==> src/rtl/fetch_unit_pkg.sv <==
// Shared definitions for the Ak-16b fetch stage.
//   XLEN / INSTR_W : architectural PC and instruction widths
//   IMEM_AW        : number of address bits imem actually decodes
//   RESET_VECTOR   : default PC after reset
//   fetch_entry_t  : one prefetch FIFO entry, {pc, instr}
package fetch_unit_pkg;

    localparam int unsigned XLEN         = 16;
    localparam int unsigned INSTR_W      = 16;
    localparam int unsigned IMEM_AW      = 8;
    localparam logic [15:0] RESET_VECTOR = 16'h0000;

    typedef struct packed {
        logic [XLEN-1:0]    pc;
        logic [INSTR_W-1:0] instr;
    } fetch_entry_t;

    // Sequential PC step; 16-bit arithmetic wraps FFFF -> 0000.
    function automatic logic [XLEN-1:0] pc_inc(input logic [XLEN-1:0] pc);
        return pc + XLEN'(1);
    endfunction

endpackage

==> src/rtl/fetch_fifo.sv <==
// Parameterised synchronous FIFO used as the fetch prefetch buffer.
//   clk, rst_n : clock, asynchronous active-low reset
//   flush      : empties the FIFO; dominates push and pop
//   push       : write push_data at the tail (ignored when full unless popping)
//   pop        : retire the head entry (ignored when empty)
//   push_data  : entry to write
//   count      : occupied entries
//   head_data  : head entry, zero when empty
// DEPTH must be a power of two so the pointers wrap naturally.
module fetch_fifo #(
    parameter int unsigned WIDTH = 32,
    parameter int unsigned DEPTH = 2,
    parameter int unsigned CNT_W = $clog2(DEPTH) + 1
) (
    input  logic             clk,
    input  logic             rst_n,
    input  logic             flush,
    input  logic             push,
    input  logic             pop,
    input  logic [WIDTH-1:0] push_data,
    output logic [CNT_W-1:0] count,
    output logic [WIDTH-1:0] head_data
);

    localparam int unsigned PTR_W = (DEPTH > 1) ? $clog2(DEPTH) : 1;

    logic [WIDTH-1:0] mem_q [DEPTH];
    logic [PTR_W-1:0] wr_ptr_q, wr_ptr_d;
    logic [PTR_W-1:0] rd_ptr_q, rd_ptr_d;
    logic [CNT_W-1:0] count_q, count_d;
    logic             empty, full, pop_en, push_en;

    assign empty   = (count_q == '0);
    assign full    = (count_q == CNT_W'(DEPTH));
    assign pop_en  = pop & ~empty;
    // A full FIFO can still accept a write when the head leaves in the same cycle.
    assign push_en = push & (~full | pop_en);

    always_comb begin
        wr_ptr_d = wr_ptr_q;
        rd_ptr_d = rd_ptr_q;
        count_d  = count_q;
        if (flush) begin
            wr_ptr_d = '0;
            rd_ptr_d = '0;
            count_d  = '0;
        end else begin
            if (push_en) wr_ptr_d = wr_ptr_q + PTR_W'(1);
            if (pop_en)  rd_ptr_d = rd_ptr_q + PTR_W'(1);
            unique case ({push_en, pop_en})
                2'b10:   count_d = count_q + CNT_W'(1);
                2'b01:   count_d = count_q - CNT_W'(1);
                default: count_d = count_q;
            endcase
        end
    end

    always_ff @(posedge clk or negedge rst_n) begin
        if (!rst_n) begin
            wr_ptr_q <= '0;
            rd_ptr_q <= '0;
            count_q  <= '0;
        end else begin
            wr_ptr_q <= wr_ptr_d;
            rd_ptr_q <= rd_ptr_d;
            count_q  <= count_d;
        end
    end

    // Storage is not reset; the count alone decides what is visible.
    always_ff @(posedge clk) begin
        if (push_en && !flush) begin
            mem_q[wr_ptr_q] <= push_data;
        end
    end

    assign count     = count_q;
    assign head_data = empty ? '0 : mem_q[rd_ptr_q];

endmodule

==> src/rtl/fetch_unit.sv <==
// Instruction-fetch stage of the Ak-16b CPU.
// Owns the PC, drives imem, and buffers {pc, instr} pairs in a prefetch FIFO
// that decode drains through a valid/ready handshake.
//   clk, rst_n     : clock, asynchronous active-low reset
//   imem_addr      : imem address, always the PC register
//   imem_instr     : instruction returned by imem for imem_addr
//   halt           : stop fetching; PC holds, FIFO still drains
//   redirect_valid : branch/jump taken; flush and load redirect_pc
//   redirect_pc    : redirect target
//   if_valid       : head entry valid to decode
//   if_ready       : decode accepts the head entry
//   if_instr/if_pc : head entry, zero when the FIFO is empty
//   fifo_count     : occupied entries
module fetch_unit
    import fetch_unit_pkg::*;
#(
    parameter logic [15:0] RESET_PC   = RESET_VECTOR,
    parameter int unsigned FIFO_DEPTH = 2,
    parameter int unsigned CNT_W      = $clog2(FIFO_DEPTH) + 1
) (
    input  logic                clk,
    input  logic                rst_n,
    output logic [XLEN-1:0]     imem_addr,
    input  logic [INSTR_W-1:0]  imem_instr,
    input  logic                halt,
    input  logic                redirect_valid,
    input  logic [XLEN-1:0]     redirect_pc,
    output logic                if_valid,
    input  logic                if_ready,
    output logic [INSTR_W-1:0]  if_instr,
    output logic [XLEN-1:0]     if_pc,
    output logic [CNT_W-1:0]    fifo_count
);

    logic [XLEN-1:0]  pc_q, pc_d;
    logic             push, pop;
    logic [CNT_W-1:0] count;
    fetch_entry_t     tail_entry, head_entry;

    assign pop  = if_valid & if_ready;
    // Redirect wins over everything; a slot frees up when decode pops the head.
    assign push = ~halt & ~redirect_valid & ((count < CNT_W'(FIFO_DEPTH)) | pop);

    assign tail_entry = '{pc: pc_q, instr: imem_instr};

    always_comb begin
        pc_d = pc_q;
        if (redirect_valid) begin
            pc_d = redirect_pc;
        end else if (push) begin
            pc_d = pc_inc(pc_q);
        end
    end

    always_ff @(posedge clk or negedge rst_n) begin
        if (!rst_n) begin
            pc_q <= RESET_PC;
        end else begin
            pc_q <= pc_d;
        end
    end

    fetch_fifo #(
        .WIDTH ($bits(fetch_entry_t)),
        .DEPTH (FIFO_DEPTH),
        .CNT_W (CNT_W)
    ) u_fifo (
        .clk       (clk),
        .rst_n     (rst_n),
        .flush     (redirect_valid),
        .push      (push),
        .pop       (pop),
        .push_data (tail_entry),
        .count     (count),
        .head_data (head_entry)
    );

    // Only the PC register reaches imem, so if_ready/redirect never feed it.
    assign imem_addr  = pc_q;
    assign if_valid   = (count != '0);
    assign if_instr   = head_entry.instr;
    assign if_pc      = head_entry.pc;
    assign fifo_count = count;

endmodule

==> config.mk <==
export PLATFORM = sky130hd
export DESIGN_NAME = fetch_unit
export DESIGN_NICKNAME = d
export VERILOG_FILES = /design/src/rtl/fetch_unit_pkg.sv /design/src/rtl/fetch_fifo.sv /design/src/rtl/fetch_unit.sv
export SDC_FILE = /design/constraint.sdc
export NUM_CORES = 1
export LEC_CHECK = 0
export BUFFER_PORTS_ARGS = -buffer_cell sky130_fd_sc_hd__buf_4
export CAP_MARGIN = 10
export CORE_MARGIN = 2
export CORE_UTILIZATION = 48
export DETAILED_ROUTE_END_ITERATION = 10
export PLACE_DENSITY = 0.73
export SLEW_MARGIN = 25
export SYNTH_ARGS = -nofsm -noshare
export SYNTH_HDL_FRONTEND = slang
export SYNTH_SLANG_ARGS = --single-unit
export TNS_END_PERCENT = 30
==> constraint.sdc <==
create_clock -name clk -period 6.08 [get_ports clk]
set_input_delay 0.912 -clock clk [delete_from_list [all_inputs] [get_ports clk]]
set_output_delay 0.912 -clock clk [all_outputs]
set_load 0.005 [all_outputs]
==> flow_metrics.env <==
export IMPL_gp_congestion=0.804
export IMPL_synth_top_area_share_pct=54.0
export IMPL_cts_max_level=3
export IMPL_ys_seq_elements=84
export IMPL_final_cell_count_no_fill=463
export IMPL_slew_violations=0
export IMPL_async_flop_share_pct=23.8
export IMPL_grt_first_pass_wirelength_mm=11.9
export IMPL_netlist_instances=271
export IMPL_clockBufferDepth=2
export IMPL_drive_gt1_share_pct=31.6
export IMPL_worst_pin_slew_ns=0.958
export IMPL_finalInstanceArea_um2=4520
export IMPL_rsz0062_at_grt="false"
export IMPL_synth_most_common_cell="edfxtp_1"
export IMPL_synth_edf_count=64
export IMPL_intPower_mw=0.928
export IMPL_cts_buffers=9
export IMPL_syn_area_um2=3560
export IMPL_area_delta_synth_final_pct=26.8
export IMPL_ant_nets=0
export IMPL_crit_path_start_kind="flop"
export IMPL_synthTopCellsByArea="edfxtp_1 (54%), dfrtp_1 (14%), mux2i_1 (9.6%)"
export IMPL_dp_hpwl_mm=4.96
export IMPL_crit_arrival_ns=1.89
export IMPL_hp_class="input pin to asynchronous set/reset pin"
export IMPL_crit_path_end_kind="primary output"
export IMPL_via_per_inst=5.24
export IMPL_port_buffers=87
export IMPL_cts_setup_buffers=0
export IMPL_max_slew_margin_pct=36.2
export IMPL_root_buffer="clkbuf_8"
export IMPL_worstPathRequired_ns=5.17
export IMPL_syn_nets=309
export IMPL_clk_latency_ns=0.34
export IMPL_post_cts_resized=0
export IMPL_drtPass1Iterations=4
export IMPL_hold_buffers=0
export IMPL_power_frac_comb_pct=12.6
export IMPL_cts_sinks=84
export IMPL_avgSynthCellArea_um2=13.1
export IMPL_p_sw_mw=0.302
export IMPL_start_util_pct=49.4
export IMPL_outcome="completed"
export IMPL_cts_tree="yes"
export IMPL_drc=0
export IMPL_nNetsFinal=397
export IMPL_antenna_found_initial=0
export IMPL_fin_tns_setup_ns=0
export IMPL_fp_dieH_um=90.1
export IMPL_min_period_over_period_pct=46.2
export IMPL_rrSetupSlack_ns=3.76
export IMPL_fin_skew_ns=0.00755
export IMPL_min_period_ns=2.81
export IMPL_p_leak_nw=1.71
export IMPL_placed_cells=447
export IMPL_routed_wl_mm=7.31
export IMPL_grt_max_degree=34
export IMPL_p_clk_share_pct=31.0
export IMPL_grt_overflow=0
export IMPL_ys_warn_count=0
export IMPL_powerDensity_nw_per_um2=272
export IMPL_path_class="flop to primary output"
export IMPL_hold_viol=0
export IMPL_clkTransAtPathRegs_ns=0.08
export IMPL_yosys_top_cells_count="edfxtp_1 (64), nor2_1 (45), mux2i_1 (34)"
export IMPL_num_io_pins=88
export IMPL_first_global_vias=2418
export IMPL_yosys_area_top_type="edfxtp_1"
export IMPL_dieWidth_um=90.1
export IMPL_seqPwrFrac_pct=56.4
export IMPL_first_iter_violations=95
export IMPL_fillers=593
export IMPL_fmax_mhz=356
export IMPL_peakVddDrop_uv=131
export IMPL_place_area_um2=4320
export IMPL_yosysUniqueCellTypes=35
export IMPL_p_sw_share_pct=24.5
export IMPL_maxCapViolCount=0
export IMPL_core_area_um2=7210
export IMPL_cp_max_fo=21
export IMPL_ys_seq_area_share_pct=68.0
export IMPL_diodes=0
export IMPL_track_usage_pct=18.7
export IMPL_synth_top_flop_cell="edfxtp_1"
export IMPL_setup_viol=0
export IMPL_via_count=2427
export IMPL_dieArea_um2=8130
export IMPL_rows=31
export IMPL_wl_per_cell_um=15.8
-- final timing paths --
check,from,to,cells past startpoint
setup reg to reg,u_fifo.count[1],u_fifo.mem_q[1][8],4
min in group clk,imem_addr[14],u_fifo.mem_q[1][30],0
setup / recovery,u_fifo.count[0],if_valid,4
hold / removal,rst_n,imem_addr[11],1
hold reg to reg,imem_addr[14],u_fifo.mem_q[1][30],0
max in group asynchronous,rst_n,u_fifo.rd_ptr_q,1
-- metal layers --
metal	routed length (µm)	part of all wire [%]	up-vias	global-route usage [%]
met1	3260	45	1153	24.6
li1	-	-	1167	-
met3	434	5.9	14	4.27
met5	0	0	-	0
met2	3470	48	93	30.1
met4	137	1.9	0	7.56
-- stage by stage --
stage                     total power [mW]  utilization, %  setup slack, ns  hold WS [ns]
after floorplan                      0.771               -             1.30         0.506
after global placement               0.858            59.9             3.32         0.535
after detailed placement             0.863            59.9             3.24         0.545
after CTS                             1.24            62.6             3.22         0.443
after global routing                  1.29            62.6             3.09         0.446
final                                 1.23            62.6             3.27         0.443
-- flip-flops by register name (all words and copies together) (netlist names) --
signal / flops
u_fifo.wr_ptr_q: 1
u_fifo.mem_q: 64
u_fifo.rd_ptr_q: 1
u_fifo.count: 2
imem_addr: 16
-- critical path: stages (launching register included) --
cell and delay (ns):
dfrtp_1 0.46, nor2_2 0.50, buf_4 0.35, inv_1 0.09, buf_4 0.14
-- power by group through the flow --
stage                     clock network, mW  registers [mW]  logic [mW]
after global routing                  0.418           0.699       0.170
after CTS                             0.388           0.694       0.157
after detailed placement                  0           0.707       0.156
after global placement                    0           0.705       0.153
after floorplan                           0           0.691      0.0806
final                                 0.381           0.694       0.155
-- area by class of cell --
class / count / area (µm²) / share of cell area [%]
repair buffers: 90 / 676 / 15.0
well taps: 99 / 124 / 2.74
flip-flops and latches: 84 / 2420 / 53.7
multi-input cells: 168 / 1080 / 23.9
clock buffers: 10 / 128 / 2.83
inverters: 6 / 22.5 / 0.499
clock inverters: 6 / 65.1 / 1.44
-- logic make-up (layout without fill, tap and decap cells) --
| kind of cell | after synthesis | after routing | synth area share [%] |
|---|---|---|---|
| and+or+nand+nor | 95 | 95 | 12.7 |
| xor gates and xnor gates | 10 | 10 | 2.46 |
| DFF | 84 | 84 | 68.0 |
| buffers and inverters | 19 | 112 | 2.00 |
| AOI/OAI and AO/OA | 27 | 27 | 4.64 |
| muxes | 35 | 35 | 9.87 |
| adders and majority gates | 1 | 1 | 0.351 |
-- placed cells by master, fill, tap and decap left out, types with 3 or more instances in the layout --
cell type	synthesis	final
mux2i_1	34	34
clkbuf_8	0	9
o31ai_1	4	4
buf_4	0	90
nor3_1	3	3
nor2_1	45	44
inv_1	5	5
a31oi_1	5	5
nand2_1	22	22
nand3_1	5	5
clkinvlp_4	0	3
edfxtp_1	64	64
xnor2_1	9	9
o21ai_0	12	12
nor4_1	5	4
dfrtp_1	20	19
No activity file was read; power rests on OpenSTA's default activity.
